[config.mk]
export PLATFORM = sky130hd
export DESIGN_NAME = fd_queue_flat
export DESIGN_NICKNAME = d
export VERILOG_FILES = /design/src/rtl/fd_queue_if.sv /design/src/rtl/fd_queue.sv /design/src/flat_wrapper.sv
export SDC_FILE = /design/constraint.sdc
export NUM_CORES = 1
export LEC_CHECK = 0
export BUFFER_PORTS_ARGS = -buffer_cell sky130_fd_sc_hd__buf_2
export CAP_MARGIN = 20
export CORE_MARGIN = 3
export CORE_UTILIZATION = 49
export CTS_BUF_LIST = sky130_fd_sc_hd__clkbuf_4 sky130_fd_sc_hd__clkbuf_8 sky130_fd_sc_hd__clkbuf_16
export CTS_CLUSTER_SIZE = 20
export DETAILED_ROUTE_END_ITERATION = 10
export PLACE_DENSITY = 0.86
export SETUP_SLACK_MARGIN = 0.15
export SYNTH_ARGS = -nofsm -noshare
export SYNTH_HDL_FRONTEND = slang
export SYNTH_SLANG_ARGS = --single-unit
[constraint.sdc]
create_clock -name clock -period 3.7 [get_ports clock]
set_input_delay 0.555 -clock clock [delete_from_list [all_inputs] [get_ports clock]]
set_output_delay 0.555 -clock clock [all_outputs]
set_load 0.005 [all_outputs]
[src/rtl/fd_queue_if.sv]
// Fetch/decode boundary bundle: fetch-side handshake, decode-side head view, flush control.
interface fd_queue_if #(
  parameter int XLEN  = 32,
  parameter int DEPTH = 4
);
  localparam int CNT_W = $clog2(DEPTH + 1);

  logic             in_valid;
  logic             in_ready;
  logic [XLEN-1:0]  in_ins;
  logic [XLEN-1:0]  in_pc;
  logic             out_valid;
  logic             out_ready;
  logic [XLEN-1:0]  out_ins;
  logic [XLEN-1:0]  out_pc;
  logic [XLEN-1:0]  out_pc8;
  logic [4:0]       out_rs;
  logic [4:0]       out_rt;
  logic [4:0]       out_rd;
  logic [15:0]      out_imm16;
  logic [25:0]      out_imm26;
  logic             jump_d;
  logic             out_delay_slot;
  logic             flush;
  logic             flush_keep_pc;
  logic [XLEN-1:0]  npc;
  logic [CNT_W-1:0] count;

  modport slave (
    input  in_valid, in_ins, in_pc, out_ready, jump_d, flush, flush_keep_pc, npc,
    output in_ready, out_valid, out_ins, out_pc, out_pc8, out_rs, out_rt, out_rd,
           out_imm16, out_imm26, out_delay_slot, count
  );

  modport master (
    output in_valid, in_ins, in_pc, out_ready, jump_d, flush, flush_keep_pc, npc,
    input  in_ready, out_valid, out_ins, out_pc, out_pc8, out_rs, out_rt, out_rd,
           out_imm16, out_imm26, out_delay_slot, count
  );
endinterface

[src/rtl/fd_queue.sv]
// DEPTH-entry fetch/decode instruction FIFO with flush bubble, PC+8 and delay-slot marking.
// Optional macro FD_QUEUE_BYPASS_EN: empty queue forwards the fetch word to decode in the same cycle.
module fd_queue #(
  parameter int DEPTH = 4,
  parameter int XLEN  = 32
) (
  input  logic     clock,
  input  logic     reset,
  fd_queue_if.slave q
);
  localparam int PTR_W = (DEPTH > 1) ? $clog2(DEPTH) : 1;
  localparam int CNT_W = $clog2(DEPTH + 1);
  localparam logic [PTR_W-1:0] PTR_LAST = PTR_W'(DEPTH - 1);
  localparam logic [CNT_W-1:0] CNT_FULL = CNT_W'(DEPTH);

  logic [XLEN-1:0]  ins_mem [DEPTH];
  logic [XLEN-1:0]  pc_mem  [DEPTH];
  logic [PTR_W-1:0] rd_ptr, wr_ptr;
  logic [CNT_W-1:0] cnt;
  logic             slot_pending;
  logic [XLEN-1:0]  bubble_pc;

  logic full, empty, bypass, bypass_take, push, pop, store, retire;

  function automatic logic [PTR_W-1:0] ptr_next(input logic [PTR_W-1:0] p);
    return (p == PTR_LAST) ? '0 : p + 1'b1;
  endfunction

  assign full  = (cnt == CNT_FULL);
  assign empty = (cnt == '0);

`ifdef FD_QUEUE_BYPASS_EN
  assign bypass = empty & q.in_valid;
`else
  assign bypass = 1'b0;
`endif

  // A bypassed word that decode takes right away never touches storage.
  assign bypass_take = bypass & q.out_ready;

  assign q.in_ready  = ~full | q.out_ready;
  assign q.out_valid = ~empty | bypass;
  assign push        = q.in_valid & q.in_ready & ~q.flush;
  assign pop         = q.out_valid & q.out_ready & ~q.flush;
  assign store       = push & ~bypass_take;
  assign retire      = pop & ~bypass_take;

  always_comb begin
    q.out_ins = '0;
    q.out_pc  = bubble_pc;
    if (!empty) begin
      q.out_ins = ins_mem[rd_ptr];
      q.out_pc  = pc_mem[rd_ptr];
    end else if (bypass) begin
      q.out_ins = q.in_ins;
      q.out_pc  = q.in_pc;
    end
  end

  assign q.out_pc8        = q.out_pc + XLEN'(8);
  assign q.out_rs         = q.out_ins[25:21];
  assign q.out_rt         = q.out_ins[20:16];
  assign q.out_rd         = q.out_ins[15:11];
  assign q.out_imm16      = q.out_ins[15:0];
  assign q.out_imm26      = q.out_ins[25:0];
  assign q.out_delay_slot = slot_pending & q.out_valid;
  assign q.count          = cnt;

  // Control state: reset beats flush, flush beats push/pop.
  always_ff @(posedge clock) begin
    if (reset) begin
      rd_ptr       <= '0;
      wr_ptr       <= '0;
      cnt          <= '0;
      slot_pending <= 1'b0;
      bubble_pc    <= '0;
    end else if (q.flush) begin
      rd_ptr       <= '0;
      wr_ptr       <= '0;
      cnt          <= '0;
      slot_pending <= 1'b0;
      bubble_pc    <= q.flush_keep_pc ? q.npc : '0;
    end else begin
      if (store)  wr_ptr <= ptr_next(wr_ptr);
      if (retire) rd_ptr <= ptr_next(rd_ptr);
      case ({store, retire})
        2'b10:   cnt <= cnt + 1'b1;
        2'b01:   cnt <= cnt - 1'b1;
        default: cnt <= cnt;
      endcase
      if (pop) slot_pending <= q.jump_d;
    end
  end

  // Entry storage is data only; stale entries are masked by the occupancy count.
  always_ff @(posedge clock) begin
    if (store) begin
      ins_mem[wr_ptr] <= q.in_ins;
      pc_mem[wr_ptr]  <= q.in_pc;
    end
  end
endmodule

[src/flat_wrapper.sv]
// flat-port wrapper written by rule: the top's interface ports become plain ports
module fd_queue_flat 
#(
  parameter int DEPTH = 4,
  parameter int XLEN  = 32
)
  (clock, reset, q_in_valid, q_in_ins, q_in_pc, q_out_ready, q_jump_d, q_flush, q_flush_keep_pc, q_npc, q_in_ready, q_out_valid, q_out_ins, q_out_pc, q_out_pc8, q_out_rs, q_out_rt, q_out_rd, q_out_imm16, q_out_imm26, q_out_delay_slot, q_count);
  fd_queue_if #(.XLEN(XLEN), .DEPTH(DEPTH)) q_i ();
  input  logic clock;
  input  logic reset;
  input wire logic [$bits(q_i.in_valid)-1:0] q_in_valid;
  input wire logic [$bits(q_i.in_ins)-1:0] q_in_ins;
  input wire logic [$bits(q_i.in_pc)-1:0] q_in_pc;
  input wire logic [$bits(q_i.out_ready)-1:0] q_out_ready;
  input wire logic [$bits(q_i.jump_d)-1:0] q_jump_d;
  input wire logic [$bits(q_i.flush)-1:0] q_flush;
  input wire logic [$bits(q_i.flush_keep_pc)-1:0] q_flush_keep_pc;
  input wire logic [$bits(q_i.npc)-1:0] q_npc;
  output wire logic [$bits(q_i.in_ready)-1:0] q_in_ready;
  output wire logic [$bits(q_i.out_valid)-1:0] q_out_valid;
  output wire logic [$bits(q_i.out_ins)-1:0] q_out_ins;
  output wire logic [$bits(q_i.out_pc)-1:0] q_out_pc;
  output wire logic [$bits(q_i.out_pc8)-1:0] q_out_pc8;
  output wire logic [$bits(q_i.out_rs)-1:0] q_out_rs;
  output wire logic [$bits(q_i.out_rt)-1:0] q_out_rt;
  output wire logic [$bits(q_i.out_rd)-1:0] q_out_rd;
  output wire logic [$bits(q_i.out_imm16)-1:0] q_out_imm16;
  output wire logic [$bits(q_i.out_imm26)-1:0] q_out_imm26;
  output wire logic [$bits(q_i.out_delay_slot)-1:0] q_out_delay_slot;
  output wire logic [$bits(q_i.count)-1:0] q_count;
  assign q_i.in_valid = q_in_valid;
  assign q_i.in_ins = q_in_ins;
  assign q_i.in_pc = q_in_pc;
  assign q_i.out_ready = q_out_ready;
  assign q_i.jump_d = q_jump_d;
  assign q_i.flush = q_flush;
  assign q_i.flush_keep_pc = q_flush_keep_pc;
  assign q_i.npc = q_npc;
  assign q_in_ready = q_i.in_ready;
  assign q_out_valid = q_i.out_valid;
  assign q_out_ins = q_i.out_ins;
  assign q_out_pc = q_i.out_pc;
  assign q_out_pc8 = q_i.out_pc8;
  assign q_out_rs = q_i.out_rs;
  assign q_out_rt = q_i.out_rt;
  assign q_out_rd = q_i.out_rd;
  assign q_out_imm16 = q_i.out_imm16;
  assign q_out_imm26 = q_i.out_imm26;
  assign q_out_delay_slot = q_i.out_delay_slot;
  assign q_count = q_i.count;
  fd_queue #(.DEPTH(DEPTH), .XLEN(XLEN)) u_core (.clock(clock), .reset(reset), .q(q_i));
endmodule
* Word level (Yosys, flattened, before mapping) *
Memory sizes are Yosys's and may differ from the RTL's. A register that Yosys moved wholly into a read port is not among the register bits.
Cells that the tools add are included.

word-level totals
  bits in read-only memories = 0
  register bits = 40
  output and inout bits = 159
  RAM bits = 256
  memories kept = 2
  bits in latches = 0
  input bits = 103
  word-level logic and storage cells = 41

memories
  name            depth  bits a word  rd ports  clocked after memory_dff  write ports  RTL line        source
  u_core.ins_mem  4      32           1         1                         1            fd_queue.sv:16  logic [XLEN-1:0] ins_mem [DEPTH];
  u_core.pc_mem   4      32           1         1                         1            fd_queue.sv:17  logic [XLEN-1:0] pc_mem [DEPTH];

operators by class
  equal/unequal tests = 5
  mux-type cells = 12
  order comparisons = 0
  bitwise gates (word level) = 9
  $add $sub $neg = 5
  $mul = 0
  divide/modulo/power cells = 0
  shifts and indexed selects = 0
  reductions and logical operators = 3

operators by type and width
  kind                                              number
  2-to-1 mux 32 bit                                 3
  adder 32 x 4 -> 32 bit, second input constant     1
  2-to-1 mux 2 bit                                  6
  == test 2 bit, second input constant              3
  case mux 3 bit (2 select lines)                   1
  bitwise AND 1 bit                                 5
  adder 2 x 1 -> 2 bit, second input constant       2
  adder 3 x 1 -> 3 bit, second input constant       1
  == test 3 bit, second input constant              1
  zero test 3 bit                                   1
  NOT 1 bit                                         3
  subtractor 3 x 1 -> 3 bit, second input constant  1
  == test 2 x 1 -> 1 bit, second input constant     1
  2-to-1 mux 1 bit                                  2
  nonzero test 2 bit                                1
  OR reduction 2 bit                                1
  OR 1 bit                                          1

* Logic depth before layout (Yosys ltp) *
  depth in word-level cells = 7
  gate-level depth with buffers = 15
  mapped depth without buffers = 10

* Worst setup path before layout *
No wires, ideal clock.

  path kind = register to output
  start point = reg u_core.cnt[0], in the netlist u_core.q.count[0]
  end point = out q_out_pc8[15]
  cell stages (with the launch flop) = 16
  slack = 31 ps
  arrival time = 3,114 ps
  data required time = 3,145 ps
  path buffers = 5
  path through = dfxtp_1 > nor3_2 > inv_1 > buf_2 > buf_2 > clkbuf_1 > clkbuf_1 > mux2i_1 > inv_1 > ha_1 > nand4_1 > a22o_1 > clkbuf_1 > nand2b_1 > a21oi_1 > xor2_1

on the way
  cells in the longest elaborated chain, start to end = 3

RTL lines
  element                 RTL line            source
  from (decl)             fd_queue.sv:19      logic [CNT_W-1:0] cnt;
  from (signal assigned)  fd_queue.sv:87      2'b10: cnt <= cnt + 1'b1;
  from (signal assigned)  fd_queue.sv:88      2'b01: cnt <= cnt - 1'b1;
  from (signal assigned)  fd_queue.sv:89      default: cnt <= cnt;
  zero test 3 bit         fd_queue.sv:30      assign empty = (cnt == '0);
  2-to-1 mux 32 bit       fd_queue.sv:51      if (!empty) begin
  named net q_out_pc[3]   flat_wrapper.sv:22  output wire logic [$bits(q_i.out_pc)-1:0] q_out_pc;
  adder 32 x 4 -> 32 bit  fd_queue.sv:60      assign q.out_pc8 = q.out_pc + XLEN'(8);
  to (decl)               flat_wrapper.sv:23  output wire logic [$bits(q_i.out_pc8)-1:0] q_out_pc8;

The timed path passes the listed nets, and every way through them passes these cells.

==> results by group <==
Die
  – Core area: 24,700 um^2
  – I/O pin cnt: 262
  – Row Count: 57
  – Die area: 27,500 um^2
  – Starting density of the core: 50.6%
  – Die Wd: 166 um
  – Die Y: 166 um

Pwr
  – Lkg Pwr: 5.87 nW
  – Peak supply drop: 369 uV
  – Flop pwr share: 53.2%
  – Cell-internal power: 5.54 mW
  – Combinational group share of total power: 6.3%
  – Power Total: 7.03 mW
  – Clock share of power: 40.5%
  – Power density over the cells: 462 nW/um^2
  – Net Sw Power: 1.49 mW
  – Sw Ratio: 21.2%

Yosys
  – Ys async rst share: 0%
  – Syn Inst Count: 767
  – Syn_nets: 878
  – Post-synth top area cell: edfxtp_1
  – Yosys warns: 0
  – Synth unique cells: 46
  – Synth top area share: 61.5%
  – Avg Synthesized Cell Area: 16.3 um^2
  – Post-synth top flop: edfxtp_1
  – Netlist Area Pre-Place: 12,500 um^2
  – Seq/Total Area, Yosys: 68.3%
  – Synth area leaders: edfxtp_1, mux4_2, dfxtp_1
  – Number of synthesized register bits: 298
  – Post-synth EDFFs: 256

Hold path
  – Hold Crit Class: input pin to flop
  – Hold path depth: 2

Detailed routing
  – Wire length per cell: 21.3 um
  – DRC: 0
  – Vias: 7,580
  – DRT Wirelength: 28.8 mm
  – Number of DRC markers in iteration 0: 652
  – Remaining antenna violation count after routing: 0
  – First drt pass iteration count: 5
  – Post-DR vias/cell: 5.61

Place
  – Buffers on Ports: 261
  – GPL Wtd Cong: 0.887
  – Final HPWL DP: 18.2 mm
  – Placement Setup Slack: 458 ps

CTS
  – CTS buffer count: 30
  – H-tree level count: 1
  – CTS Buffer Depth: 3
  – Worst-Skew Late Latency: 560 ps
  – Clk sinks: 298
  – CTS tree: built
  – CTS root buf: clkbuf_16
  – Clock-pin slew on the worst setup and hold paths: 60 ps

Worst setup path
  – Worst Reg2Reg Path Length in Cells: 10
  – Setup Crit Path Kind: flop to output port
  – Crit path arrival time: 2900 ps
  – CP Max Fanout: 17
  – CP required: 3140 ps
  – Crit start category: flop
  – Worst setup EP type: output port

Timing
  – Final period utilization: 93.5%
  – Final hold vios: 0
  – Clock Skews: 21.6 ps
  – Worst setup margin: 240 ps
  – RSZ-0062 raised after global routing: yes
  – Max Freq: 289 MHz
  – Post-route setup TNS: 0 ps
  – Relative slew slack: 33.9%
  – Worst Hold Slack: 207 ps
  – Final Slew Violations: 0
  – Final Setup Violations: 0
  – Post-layout minimum cycle time: 3460 ps
  – Slew @ Worst Pin: 992 ps

Run status
  – Run status: finished, final reports clean

Cells and area
  – Commonest non-fill, non-tap cell in the layout: buf_2
  – Commonest non-fill, non-tap cells in the layout: buf_2, edfxtp_1, nand2_1
  – Register area: 8540 um^2
  – Multi-input logic area: 3420 um^2
  – Syn-to-layout area delta: 21.6%
  – Share of cells above drive strength 1: 43.2%
  – Core Util, Final: 61.6%
  – Nets: 1,111
  – Fillers: 1,757

GRT
  – Gr ovfl total: 0
  – First-pass GRT wire length: 43.9 mm
  – Number of antenna violations at the first check in global routing: 9
  – Total Routing Usage GR: 20.1%
  – Vias in the first global route: 7,620
  – Largest net degree at the start of global routing: 65

Run
  – Max-cap violation count: 0
-- Yosys cell counts, types with 3 or more instances --
cell      number
a22o_1        33
buf_4         60
nand3_1       21
nor3_1         6
nand4_1       15
dfxtp_1       42
xor2_1        12
buf_6          3
buf_2          9
xnor2_1       14
and2_1        39
o21ai_0        3
a21oi_1        9
nand2_1       91
ha_1           7
nor2_1        15
clkbuf_1      20
buf_1          3
mux4_2        59
mux2i_1        8
inv_1         14
edfxtp_1     256
mux4_1         5
-- critical path, cell delays in order, from the launching register on --
cell	delay, ps
dfxtp_4	420
buf_16	200
mux4_2	570
nand4_1	160
a22oi_2	140
buf_4	160
and4b_2	240
and3_4	200
xor2_2	130
buf_2	120
-- power groups by stage --
| stage | Sequential (mW) | Clock, mW | Combinational, mW |
|---|---|---|---|
| finish | 3.73 | 2.85 | 0.444 |
| CTS | 3.73 | 2.90 | 0.429 |
| floorplan | 3.80 | 0 | 0.220 |
| global placement | 3.80 | 0 | 0.394 |
| detailed placement | 3.80 | 0 | 0.404 |
| global route | 3.74 | 3.07 | 0.483 |
-- layout make-up --
| type | count | share of cell area [%] |
|---|---|---|
| clock inverter | 20 | 0.980 |
| tap | 324 | 2.67 |
| clock buffer | 36 | 5.28 |
| timing repair buffer | 295 | 11.9 |
| inverter | 14 | 0.379 |
| sequential | 298 | 56.2 |
| multi-input combinational | 361 | 22.5 |
| antenna | 3 | 0.0494 |
-- stage by stage --
stage,instances,instance area (um^2)
after CTS,1339,15000
final,1351,15200
after detailed placement,1271,13800
after floorplan,767,12500
after global routing,1351,15200
after global placement,1271,13800
-- sequential cells by signal, indices dropped and copies added, names as in the netlist, named ones only --
register and flops:
u_core.bubble_pc 32, u_core.ins_mem 128, u_core.pc_mem 128, u_core.q.count 3
u_core.rd_ptr 2, u_core.slot_pending 1, u_core.wr_ptr 2
-- kinds of logic (layout without fill, tap and decap cells) --
group	Yosys count	after routing	share of synthesized area (%)
adder cells (fa/ha/maj)	8	8	0.861
flip-flops	298	298	68.3
multiplexers	73	73	12.4
other	0	3	0
AND/OR/NAND/NOR	198	198	7.76
AO/OA/AOI/OAI	54	55	3.40
buffers and inverters	109	365	5.35
XOR/XNOR	27	27	1.95
-- final timing paths --
check                           slack, ps                 from                  end
worst min register to register        460  u_core.slot_pending  u_core.slot_pending
worst max register to register        930    u_core.q.count[0]    u_core.q.count[2]
worst max-delay path                  240                 flop        q_out_pc8[28]
worst min-delay path                  210             q_npc[0]  u_core.bubble_pc[0]
-- timing repair --
action / 4_1_cts / 5_1_grt
endpoints found under the setup margin: 18 / 18
hold buffers: 0 / 0
pin swaps: 2 / 8
resized for setup: 26 / 27
cloned: 4 / 1
setup buffers: 8 / 8
-- per-layer routing --
metal  up-vias  routed length, um  GRT usage, %  share of wire, %
met5         -                 57             0              0.20
met4        10                925          6.80               3.2
met3        77               2380          5.17               8.3
met2       386              14000          33.3                49
met1      3750              11400          26.2                40
li1       3357                  -             -                 -
(Power assumes the default switching activity.)
